### src/rtl/fp_wb_arbiter_if.sv
// Bundle of the FP write-back arbiter's handshake and bus signals.
//   src_valid/src_rd/src_data/src_fflags : finished results from the FP units
//   src_ready                            : per-source accept, same cycle as grant
//   stall_wb                             : write-back hold request from the pipeline
//   wb_valid/waddr_wb/wdata_wb/fflags_wb : registered write-back payload
//   fp_reg_write_wb                      : commit strobe (RF write enable / busy clear)
//   all_uu_FP_rd                         : per-source in-flight rd for the busy tracker
// Modport master is the arbiter side; modport slave is the surrounding pipeline.
interface fp_wb_arbiter_if #(
    parameter int unsigned NUM_SRC    = 3,
    parameter int unsigned DATA_W     = 32,
    parameter int unsigned FLAG_W     = 5,
    parameter int unsigned TOTAL_REGS = 32
);
    localparam int unsigned AW = $clog2(TOTAL_REGS);

    logic [NUM_SRC-1:0]           src_valid;
    logic [NUM_SRC-1:0][AW-1:0]   src_rd;
    logic [NUM_SRC-1:0][DATA_W-1:0] src_data;
    logic [NUM_SRC-1:0][FLAG_W-1:0] src_fflags;
    logic [NUM_SRC-1:0]           src_ready;
    logic                         stall_wb;
    logic                         wb_valid;
    logic [AW-1:0]                waddr_wb;
    logic [DATA_W-1:0]            wdata_wb;
    logic [FLAG_W-1:0]            fflags_wb;
    logic                         fp_reg_write_wb;
    logic [NUM_SRC-1:0][AW-1:0]   all_uu_FP_rd;

    modport master (
        input  src_valid, src_rd, src_data, src_fflags, stall_wb,
        output src_ready, wb_valid, waddr_wb, wdata_wb, fflags_wb,
               fp_reg_write_wb, all_uu_FP_rd
    );

    modport slave (
        output src_valid, src_rd, src_data, src_fflags, stall_wb,
        input  src_ready, wb_valid, waddr_wb, wdata_wb, fflags_wb,
               fp_reg_write_wb, all_uu_FP_rd
    );
endinterface

### src/rtl/fp_wb_arbiter.sv
// Round-robin write-back arbiter for the FP register file.
// Picks one finished result per cycle from the FP add, mul and div/sqrt units,
// registers it, and presents it as the register-file write / busy-clear port.
// Ports:
//   clk   : clock
//   reset : asynchronous, active-high reset
//   bus   : fp_wb_arbiter_if.master (source handshakes, stall, write-back outputs,
//           in-flight rd pass-through)
module fp_wb_arbiter #(
    parameter int unsigned NUM_SRC    = 3,
    parameter int unsigned DATA_W     = 32,
    parameter int unsigned FLAG_W     = 5,
    parameter int unsigned TOTAL_REGS = 32
) (
    input  logic            clk,
    input  logic            reset,
    fp_wb_arbiter_if.master bus
);
    localparam int unsigned AW    = $clog2(TOTAL_REGS);
    localparam int unsigned IDX_W = (NUM_SRC > 1) ? $clog2(NUM_SRC) : 1;

    // Output register and round-robin pointer
    logic                wb_valid;
    logic [AW-1:0]       waddr;
    logic [DATA_W-1:0]   wdata;
    logic [FLAG_W-1:0]   fflags;
    logic [IDX_W-1:0]    rr_ptr;

    // Arbitration results
    logic                can_load;
    logic [NUM_SRC-1:0]  grant;
    logic                grant_any;
    logic [IDX_W-1:0]    grant_idx;
    logic [IDX_W-1:0]    scan_idx;
    logic [IDX_W-1:0]    next_ptr;

    // Output register is empty or its content commits this cycle
    assign can_load = ~wb_valid | ~bus.stall_wb;

    // Scan from rr_ptr upward (mod NUM_SRC); first valid source wins
    always_comb begin
        grant     = '0;
        grant_any = 1'b0;
        grant_idx = '0;
        scan_idx  = '0;
        for (int unsigned k = 0; k < NUM_SRC; k++) begin
            scan_idx = IDX_W'((32'(rr_ptr) + k) % NUM_SRC);
            if (!grant_any && bus.src_valid[scan_idx]) begin
                grant_any       = 1'b1;
                grant_idx       = scan_idx;
                grant[scan_idx] = 1'b1;
            end
        end
    end

    // Pointer moves one past the granted source
    always_comb begin
        next_ptr = IDX_W'(grant_idx + 1'b1);
        if (32'(grant_idx) == NUM_SRC - 1) begin
            next_ptr = '0;
        end
    end

    // Accept is withheld while in reset so no source pops a result that is then cleared
    assign bus.src_ready = grant & {NUM_SRC{can_load & ~reset}};

    // Write-back register; data fields only change on a handshake
    always_ff @(posedge clk or posedge reset) begin
        if (reset) begin
            wb_valid <= 1'b0;
            waddr    <= '0;
            wdata    <= '0;
            fflags   <= '0;
            rr_ptr   <= '0;
        end else if (can_load) begin
            if (grant_any) begin
                wb_valid <= 1'b1;
                waddr    <= bus.src_rd[grant_idx];
                wdata    <= bus.src_data[grant_idx];
                fflags   <= bus.src_fflags[grant_idx];
                rr_ptr   <= next_ptr;
            end else begin
                wb_valid <= 1'b0;
            end
        end
    end

    assign bus.wb_valid        = wb_valid;
    assign bus.waddr_wb        = waddr;
    assign bus.wdata_wb        = wdata;
    assign bus.fflags_wb       = fflags;

    // Commit strobe: one pulse per held result, on the cycle it leaves the register
    assign bus.fp_reg_write_wb = wb_valid & ~bus.stall_wb;

    // In-flight rd reported to the busy tracker regardless of valid
    assign bus.all_uu_FP_rd    = bus.src_rd;

    // At most one grant per cycle
    grant_onehot: assert property (@(posedge clk) disable iff (reset) $onehot0(grant));

    // A pending source keeps its result presented until accepted
    for (genvar gi = 0; gi < NUM_SRC; gi++) begin : g_hold
        src_hold: assert property (@(posedge clk) disable iff (reset)
            (bus.src_valid[gi] && !bus.src_ready[gi]) |=> bus.src_valid[gi]);
    end
endmodule

### src/flat_wrapper.sv
// flat-port wrapper written by rule: the top's interface ports become plain ports
module fp_wb_arbiter_flat 
#(
    parameter int unsigned NUM_SRC    = 3,
    parameter int unsigned DATA_W     = 32,
    parameter int unsigned FLAG_W     = 5,
    parameter int unsigned TOTAL_REGS = 32
)
  (clk, reset, bus_src_valid, bus_src_rd, bus_src_data, bus_src_fflags, bus_stall_wb, bus_src_ready, bus_wb_valid, bus_waddr_wb, bus_wdata_wb, bus_fflags_wb, bus_fp_reg_write_wb, bus_all_uu_FP_rd);
  fp_wb_arbiter_if #(.NUM_SRC(NUM_SRC), .DATA_W(DATA_W), .FLAG_W(FLAG_W), .TOTAL_REGS(TOTAL_REGS)) bus_i ();
  input  logic clk;
  input  logic reset;
  input wire logic [$bits(bus_i.src_valid)-1:0] bus_src_valid;
  input wire logic [$bits(bus_i.src_rd)-1:0] bus_src_rd;
  input wire logic [$bits(bus_i.src_data)-1:0] bus_src_data;
  input wire logic [$bits(bus_i.src_fflags)-1:0] bus_src_fflags;
  input wire logic [$bits(bus_i.stall_wb)-1:0] bus_stall_wb;
  output wire logic [$bits(bus_i.src_ready)-1:0] bus_src_ready;
  output wire logic [$bits(bus_i.wb_valid)-1:0] bus_wb_valid;
  output wire logic [$bits(bus_i.waddr_wb)-1:0] bus_waddr_wb;
  output wire logic [$bits(bus_i.wdata_wb)-1:0] bus_wdata_wb;
  output wire logic [$bits(bus_i.fflags_wb)-1:0] bus_fflags_wb;
  output wire logic [$bits(bus_i.fp_reg_write_wb)-1:0] bus_fp_reg_write_wb;
  output wire logic [$bits(bus_i.all_uu_FP_rd)-1:0] bus_all_uu_FP_rd;
  assign bus_i.src_valid = bus_src_valid;
  assign bus_i.src_rd = bus_src_rd;
  assign bus_i.src_data = bus_src_data;
  assign bus_i.src_fflags = bus_src_fflags;
  assign bus_i.stall_wb = bus_stall_wb;
  assign bus_src_ready = bus_i.src_ready;
  assign bus_wb_valid = bus_i.wb_valid;
  assign bus_waddr_wb = bus_i.waddr_wb;
  assign bus_wdata_wb = bus_i.wdata_wb;
  assign bus_fflags_wb = bus_i.fflags_wb;
  assign bus_fp_reg_write_wb = bus_i.fp_reg_write_wb;
  assign bus_all_uu_FP_rd = bus_i.all_uu_FP_rd;
  fp_wb_arbiter #(.NUM_SRC(NUM_SRC), .DATA_W(DATA_W), .FLAG_W(FLAG_W), .TOTAL_REGS(TOTAL_REGS)) u_core (.clk(clk), .reset(reset), .bus(bus_i));
endmodule
### config.mk
export PLATFORM = sky130hd
export DESIGN_NAME = fp_wb_arbiter_flat
export DESIGN_NICKNAME = d
export VERILOG_FILES = /design/src/rtl/fp_wb_arbiter_if.sv /design/src/rtl/fp_wb_arbiter.sv /design/src/flat_wrapper.sv
export SDC_FILE = /design/constraint.sdc
export NUM_CORES = 1
export LEC_CHECK = 0
export ABC_AREA = 1
export CAP_MARGIN = 20
export CORE_MARGIN = 1
export CORE_UTILIZATION = 40
export CTS_CLUSTER_SIZE = 24
export DETAILED_ROUTE_END_ITERATION = 6
export HOLD_SLACK_MARGIN = 0.03
export PLACE_DENSITY = 0.78
export SLEW_MARGIN = 20
export SYNTH_ARGS = -nofsm -noshare
export SYNTH_HDL_FRONTEND = slang
export SYNTH_SLANG_ARGS = --single-unit
### constraint.sdc
create_clock -name clk -period 2.8 [get_ports clk]
set_input_delay 0.56 -clock clk [delete_from_list [all_inputs] [get_ports clk]]
set_output_delay 0.56 -clock clk [all_outputs]
set_load 0.02 [all_outputs]
==> results of run 1 <==
-- kinds of logic after synthesis --
| family | after synthesis |
|---|---|
| compound gates | 11 |
| fa+ha+maj | 4 |
| simple gates | 382 |
| flops | 45 |
| buf+inv | 142 |
-- layout make-up --
type	count	area (um2)	area share
Timing Repair Buffer	217	2100	0.370
Sequential cell	45	1130	0.199
Multi-Input combinational cell	397	1840	0.324
Clock inverter	1	5.00	0.000883
Tap cell	108	135	0.0238
Inverter	99	372	0.0655
Clock buffer	7	96.3	0.0170
-- cell usage in the layout (no fill, tap or decap), drive strengths merged --
master	count
buf	26
nand2	154
ha	4
nor2	130
nand3	55
a31oi	2
clkdlybuf4s50	190
o21ai	4
nand3b	42
a21oi	3
nand4	1
o22ai	1
clkinv	1
dfrtp	45
clkbuf	8
inv	99
a22oi	1
-- final timing paths --
path                                    startpoint                      end  slack, ns  cells past startpoint
min reg2reg                u_core.bus.wdata_wb[25]  u_core.bus.wdata_wb[25]       0.59                      4
min                        u_core.bus.wdata_wb[25]  u_core.bus.wdata_wb[25]       0.59                      4
min in group asynchronous                    reset      u_core.bus.wb_valid       0.76                      3
max reg2reg                       u_core.rr_ptr[1]  u_core.bus.wdata_wb[19]       0.46                     14
max in group asynchronous                    reset         u_core.rr_ptr[0]       1.65                      3
max                               u_core.rr_ptr[1]         bus_src_ready[0]       0.12                     10
-- metrics by stage --
stage          cell area (um2)  setup TNS [ns]  instances  power [W]   util
6_report                  5670               0        874    0.00726  0.653
3_5_place_dp              5540          -0.700        865    0.00678  0.639
2_1_floorplan             3560               0        584    0.00489      -
4_1_cts                   5680               0        874    0.00729  0.654
5_1_grt                   5670               0        874    0.00797  0.653
3_3_place_gp              5540          -0.319        865    0.00661  0.639
-- metal layers --
layer	GRT usage	part of all wire	vias up
met5	0	0	-
met4	0.0735	0.020	0
met3	0.0642	0.099	21
met2	0.440	0.50	178
met1	0.271	0.38	1806
li1	-	-	2096
-- what timing repair did --
item	CTS	global route
pin swaps	0	0
hold buffers	0	0
gates resized for setup	11	7
buffers inserted	1	0
setup endpoints to repair	3	3
-- sequential cells by signal, summed over array words and instances (netlist names) --
name	flops
u_core.bus.fflags_wb	5
u_core.bus.wb_valid	1
u_core.rr_ptr	2
u_core.bus.waddr_wb	5
u_core.bus.wdata_wb	32
-- worst min-delay path: stages (launching register included) --
cell and delay (ns):
sky130_fd_sc_hd__dfrtp_1 0.35, sky130_fd_sc_hd__inv_1 0.04, sky130_fd_sc_hd__nor2_1 0.09, sky130_fd_sc_hd__nor2_1 0.05, sky130_fd_sc_hd__nand2_1 0.05
-- power breakdown --
part,internal (W),switching (W),total (W)
combinational,0.00217,0.00345,0.00561
sequential,0.00103,0.000180,0.00121
clock,0.000223,0.000216,0.000439
total,0.00342,0.00384,0.00726
==> metrics.md, run 1 <==
| Metric | Value |
|---|---|
| Status | `complete, no violations` |
| Leading post-synthesis cells by instance count | `sky130_fd_sc_hd__nand2_1, sky130_fd_sc_hd__nor2_1, sky130_fd_sc_hd__inv_1, sky130_fd_sc_hd__nand3_1, sky130_fd_sc_hd__dfrtp_1` |
| Most frequent cell on the critical path | `sky130_fd_sc_hd__nand2_1` |
| Area fraction in and, or, nand and nor cells after synthesis | `0.473` |
| Register clock-pin slew on the reported worst setup and hold paths | `~0.080 ns` |
| Sum of buffers and inverters on the critical path | `2` |
| Cell types with the largest area share after synthesis | `sky130_fd_sc_hd__dfrtp_1, sky130_fd_sc_hd__nand2_1, sky130_fd_sc_hd__nor2_1, sky130_fd_sc_hd__inv_1, sky130_fd_sc_hd__nand3b_1` |
| Category of cells accounting for the largest share of critical-path delay | `simple AND/OR/NAND/NOR gates` |
| Count of endpoints failing setup in the final report | `0` |
| Total of flip-flops plus latches after synthesis | `45` |
| Weighted congestion at the end of routability-driven global placement | `~0.98` |
| Largest net degree at the start of global routing | `46` |
| EDFF count, synth | `0` |
| Detailed placer's ending HPWL | `8.52 mm` |
| Data arrival time of the critical path | `2.12 ns` |
| Share of synthesized cell area in full adder, half adder and majority cells | `0.0140` |
| Worst hold-check path type | `flop to flop` |
| Worst skew pair latency | `0.29 ns` |
| Cell chosen for the clock root | `sky130_fd_sc_hd__clkbuf_8` |
| Xor and xnor fraction of the mapped netlist area | `0` |
| FP Rows | `34` |
| Initial detailed-routing violation count | `~180` |
| Port Buffer Count | `roughly 190` |
| Post-route fraction of the period consumed by the critical path | `0.956` |
| Standard cell with the maximum stage delay on the critical path | `sky130_fd_sc_hd__dfrtp_1` |
| Filler cell count | `between 700 and 800` |
| Antenna diode count | `0` |
| Cells traversed along the worst timing path | `ha_4, inv_2, nand2_1, nand3_1, nand2_1, nand2_1, nor2_4, a22oi_1, a21oi_1, buf_2` |
| Delay contributed by the slowest stage of the critical path | `between 0.4 and 0.5 ns` |
| Register area share after synthesis | `0.316` |
| Synthesis Warnings | `0` |
| Total number of clock tree sinks | `45` |
| Static leakage | `2.80 nW` |
| Global-route wire length before repair | `17.2 mm` |
| Via count of the first global-routing pass | `roughly 3700` |
| Main combinational cell family by area after synthesis | `simple AND/OR/NAND/NOR gates` |
| Post-layout worst setup margin | `approximately 0.12 ns` |
| Wire per inst | `12.9 um` |
| Headroom to the max-slew limit | `0.609` |
| Cell area after technology mapping | `between 3000 and 4000 um2` |
| Overall track demand over capacity in global routing | `0.240` |
| Post-layout min period | `roughly 2.7 ns` |
| Endpoint kind of the worst setup timing path | `output pin` |
| Final number of max-transition violations | `0` |
| Top fanout value on the critical path | `8` |
| Worst hold margin | `0.595 ns` |
| Grt ovf | `0` |
| Number of nets with antenna violations after detailed routing | `0` |
| Area share of the largest cell type after synthesis | `0.316` |
| Peak ir drop on the vdd network | `slightly above 0.9 mV` |
| Bufs on Longest Clock Path | `2` |
| Nets in the synthesized netlist | `720` |
| Power density over the cells | `roughly 1300 nW/um2` |
| Worst Max-Slew Pin Slew | `0.587 ns` |
| Routed WL | `between 10 and 15 mm` |
| Crit path kind | `flop to output pin` |
| Cell type with the largest total area after synthesis | `sky130_fd_sc_hd__dfrtp_1` |
| Launching element type of the critical path | `flop` |
| Standard cell core area | `about 8700 um2` |
| Mean area per synthesized cell | `around 6 um2` |
| Number of H-tree levels | `2` |
| Number of antenna violations at the first check in global routing | `0` |
| Fraction of registers with async set/reset | `1.00` |
| Horiz. Die Dim | `just under 100 um` |
| Most common flop cell mapped by yosys | `sky130_fd_sc_hd__dfrtp_1` |
| Routed vias | `just over 4000` |
| Worst-case clock skew | `0.00416 ns` |
| Clock buffers created by TritonCTS | `5` |
| Setup repair after global routing missed its margin | `false` |
| Count of max-cap constraint violations | `0` |
| Multiplexer fraction of the synthesized cell area | `0` |
| First-pass DRT Iterations | `5` |
| Total number of nets in the final design | `901` |
| Full die area | `9290 um2` |
| Number of placed I/O pins | `194` |
| Initial cell density of the core | `0.411` |
| Worst-case setup slack after placement | `-0.277 ns` |
| Post-detailed-route DRC marker count | `0` |
| Max Fclk | `approximately 370 MHz` |
| Final count of hold timing violations | `0` |
| Number of different library cells in the post-synthesis netlist | `21` |
| Synthesized instance count | `a little under 600` |
| TritonCTS clock tree | `yes` |
| Die extent in y | `about 96 um` |
| Data required time at the worst endpoint | `roughly 2.2 ns` |
| Post-synthesis compound-gate area fraction | `0.0172` |
| Most used standard cell by instance count after synthesis | `sky130_fd_sc_hd__nand2_1` |
| Area growth, synth to finish | `59.0%` |
| Fraction of final layout cells sized beyond drive strength 1 | `0.0718` |
| Via density per instance | `4.69` |
No activity file was read; power rests on OpenSTA's default activity.
==> run 2, diff against run 1 <==
- RECOVER_POWER: unset -> 100
==> run 2 against run 1 <==
Net effect: clock power is essentially flat; non-clock buffer count is the same; first-iteration DRC count increased by 0.55%; setup slack got worse by 0.046 ns; register-to-register slack lost 0.20 ns; die area unchanged; critical path type is now primary input to output pin; critical endpoint is now bus_src_ready[1]; largest power group unchanged; highest routed layer unchanged.
==> metrics.md, run 2 (synthesis results as in run 1) <==
| Metric | Value |
|---|---|
| Final instance count without filler cells | `875 (+0.11%)` |
| Most frequent cell on the critical path | `sky130_fd_sc_hd__nand2_1` |
| Leading cell type in the layout, fill and taps excluded | `sky130_fd_sc_hd__nand2_1` |
| Post-detailed-route DRC marker count | `0 (unchanged)` |
| Launching element type of the critical path | `primary input` |
| Final number of max-transition violations | `0 (unchanged)` |
| Static leakage | `2.84 nW (+1.5%)` |
| Number of H-tree levels | `2 (unchanged)` |
| Wire per inst | `12.9 um (-0.65%)` |
| Clock buffers created by TritonCTS | `5 (unchanged)` |
| Initial detailed-routing violation count | `184 (+0.55%)` |
| Standard cell core area | `8680 um2 (unchanged)` |
| Weighted congestion at the end of routability-driven global placement | `0.983 (unchanged)` |
| Setup repair after global routing missed its margin | `false` |
| Number of nets with antenna violations after detailed routing | `0 (unchanged)` |
| Cells traversed along the worst timing path | `clkdlybuf4s50_1, inv_1, o21ai_0, nand2_1, nor2_4, nand2_1, a21oi_1, clkbuf_2` |
| Count of max-cap constraint violations | `0 (unchanged)` |
| Top fanout value on the critical path | `4 (-4)` |
| Largest net degree at the start of global routing | `46 (unchanged)` |
| Register clock-pin slew on the reported worst setup and hold paths | `0.08 ns (about the same)` |
| Cell chosen for the clock root | `sky130_fd_sc_hd__clkbuf_8` |
| Die extent in y | `96.4 um (unchanged)` |
| Global-route wire length before repair | `17.2 mm (unchanged)` |
| Number of antenna violations at the first check in global routing | `0 (unchanged)` |
| Data arrival time of the critical path | `2.16 ns (+0.04 ns)` |
| Standard cell with the maximum stage delay on the critical path | `sky130_fd_sc_hd__clkdlybuf4s50_1` |
| Port Buffer Count | `193 (unchanged)` |
| Leading cell types in the layout, fill and taps excluded | `sky130_fd_sc_hd__nand2_1, sky130_fd_sc_hd__clkdlybuf4s50_1, sky130_fd_sc_hd__nor2_1` |
| Area taken by flip-flops and latches | `1130 um2 (unchanged)` |
| Delay contributed by the slowest stage of the critical path | `0.48 ns (+0.04 ns)` |
| Worst-case clock skew | `0.00455 ns (+0.000387 ns)` |
| Total instance count after detailed placement | `865 (unchanged)` |
| Detailed placer's ending HPWL | `8.52 mm (unchanged)` |
| Routed WL | `11.2 mm (-0.54%)` |
| Via count of the first global-routing pass | `3744 (unchanged)` |
| Footprint of the multi-input gates | `1840 um2 (unchanged)` |
| Number of placed I/O pins | `194 (unchanged)` |
| First-pass DRT Iterations | `5 (unchanged)` |
| Crit path kind | `primary input to output pin` |
| FP Rows | `34 (unchanged)` |
| Initial cell density of the core | `0.411 (unchanged)` |
| Headroom to the max-slew limit | `0.231 (-0.378)` |
| Routed vias | `4117 (+0.39%)` |
| Total number of nets in the final design | `901 (unchanged)` |
| Worst skew pair latency | `0.29 ns (about the same)` |
| Post-route fraction of the period consumed by the critical path | `0.972 (+0.0163)` |
| Bufs on Longest Clock Path | `2 (unchanged)` |
| Full die area | `9290 um2 (unchanged)` |
| Largest register FFs | `32 (unchanged)` |
| Post-route core utilization | `0.652 (-0.000865)` |
| Worst hold-check path type | `flop to flop` |
| Data required time at the worst endpoint | `2.24 ns (about the same)` |
| Max Fclk | `367 MHz (-1.7%)` |
| Peak ir drop on the vdd network | `0.899 mV (-1.9%)` |
| TritonCTS clock tree | `yes` |
| Overall track demand over capacity in global routing | `0.240 (unchanged)` |
| Final count of hold timing violations | `0 (unchanged)` |
| Endpoint kind of the worst setup timing path | `output pin` |
| Fraction of final layout cells sized beyond drive strength 1 | `0.0679 (-0.00392)` |
| Count of endpoints failing setup in the final report | `0 (unchanged)` |
| Worst Max-Slew Pin Slew | `1.15 ns (+0.567 ns)` |
| Grt ovf | `0 (unchanged)` |
| Area growth, synth to finish | `58.8%` |
| Post-layout min period | `2.72 ns (+0.0457 ns)` |
| Worst hold margin | `0.589 ns (-0.00547 ns)` |
| Power density over the cells | `1250 nW/um2 (-2.3%)` |
| Horiz. Die Dim | `96.4 um (unchanged)` |
| Status | `complete, no violations` |
| Via density per instance | `4.71 (+0.28%)` |
| Filler cell count | `792 (+0.51%)` |
| Total number of clock tree sinks | `45 (unchanged)` |
run 2: cell types whose count changed in the layout (fill, tap and decap cells not counted), sizes merged:
cell	before	now
dlygate4sd3	0	60
clkbuf	8	15
buf	26	19
diode	0	1
clkdlybuf4s50	190	130
run 2: worst paths after layout:
kind	slack [ns]	to	cells past startpoint	start
setup / recovery	0.08	bus_src_ready[1]	8	bus_src_valid[2]
max in group asynchronous	0.99	u_core.rr_ptr[0]	3	reset
hold reg to reg	0.59	u_core.bus.wdata_wb[3]	4	u_core.bus.wdata_wb[3]
min in group asynchronous	1.12	u_core.bus.wb_valid	3	reset
setup reg to reg	0.26	u_core.bus.wdata_wb[16]	14	u_core.rr_ptr[0]
hold / removal	0.59	u_core.bus.wdata_wb[3]	4	u_core.bus.wdata_wb[3]
run 2: layer usage:
layer / up-vias / part of all wire / global-route usage
met5: - / 0 / 0
met4: 0 / 0.022 / 0.0735
met3: 24 / 0.10 / 0.0642
met2: 193 / 0.50 / 0.440
met1: 1802 / 0.37 / 0.271
li1: 2098 / - / -
run 2: layout make-up:
type,count,share of cell area
Timing Repair Buffer,217,0.369
Multi-Input combinational cell,397,0.325
Sequential cell,45,0.199
Inverter,99,0.0656
Tap cell,108,0.0239
Clock buffer,7,0.0170
Clock inverter,1,0.000884
Antenna cell,1,0.000442
run 2: repair_timing:
action	in CTS	in global routing
gates resized for setup	11	7
buffers inserted	1	0
endpoints found under the setup margin	3	3
hold buffers	0	0
hold endpoints to repair	0	0
run 2: metrics by stage:
stage	TNS, ns	area (um2)	setup WS [ns]	total power [W]
3_3_place_gp	-0.319	5540	-0.128	0.00661
5_1_grt	0	5660	0.00949	0.00781
4_1_cts	0	5680	0.0379	0.00729
6_report	0	5660	0.0773	0.00709
3_5_place_dp	-0.700	5540	-0.277	0.00678
2_1_floorplan	0	3560	0.122	0.00489
run 2: worst max-delay path: cells and delay by family:
kind	cells	cell delay, ns
and+or+nand+nor	3	0.43
AOI/OAI and AO/OA	2	0.38
buffers and inverters	3	0.77
run 2: where the power goes:
part	internal [W]	total (W)	leakage [nW]	switching (W)
Clock	0.000223	0.000439	0.0542	0.000215
Sequential	0.00103	0.00120	0.546	0.000166
Combinational	0.00202	0.00545	2.25	0.00343
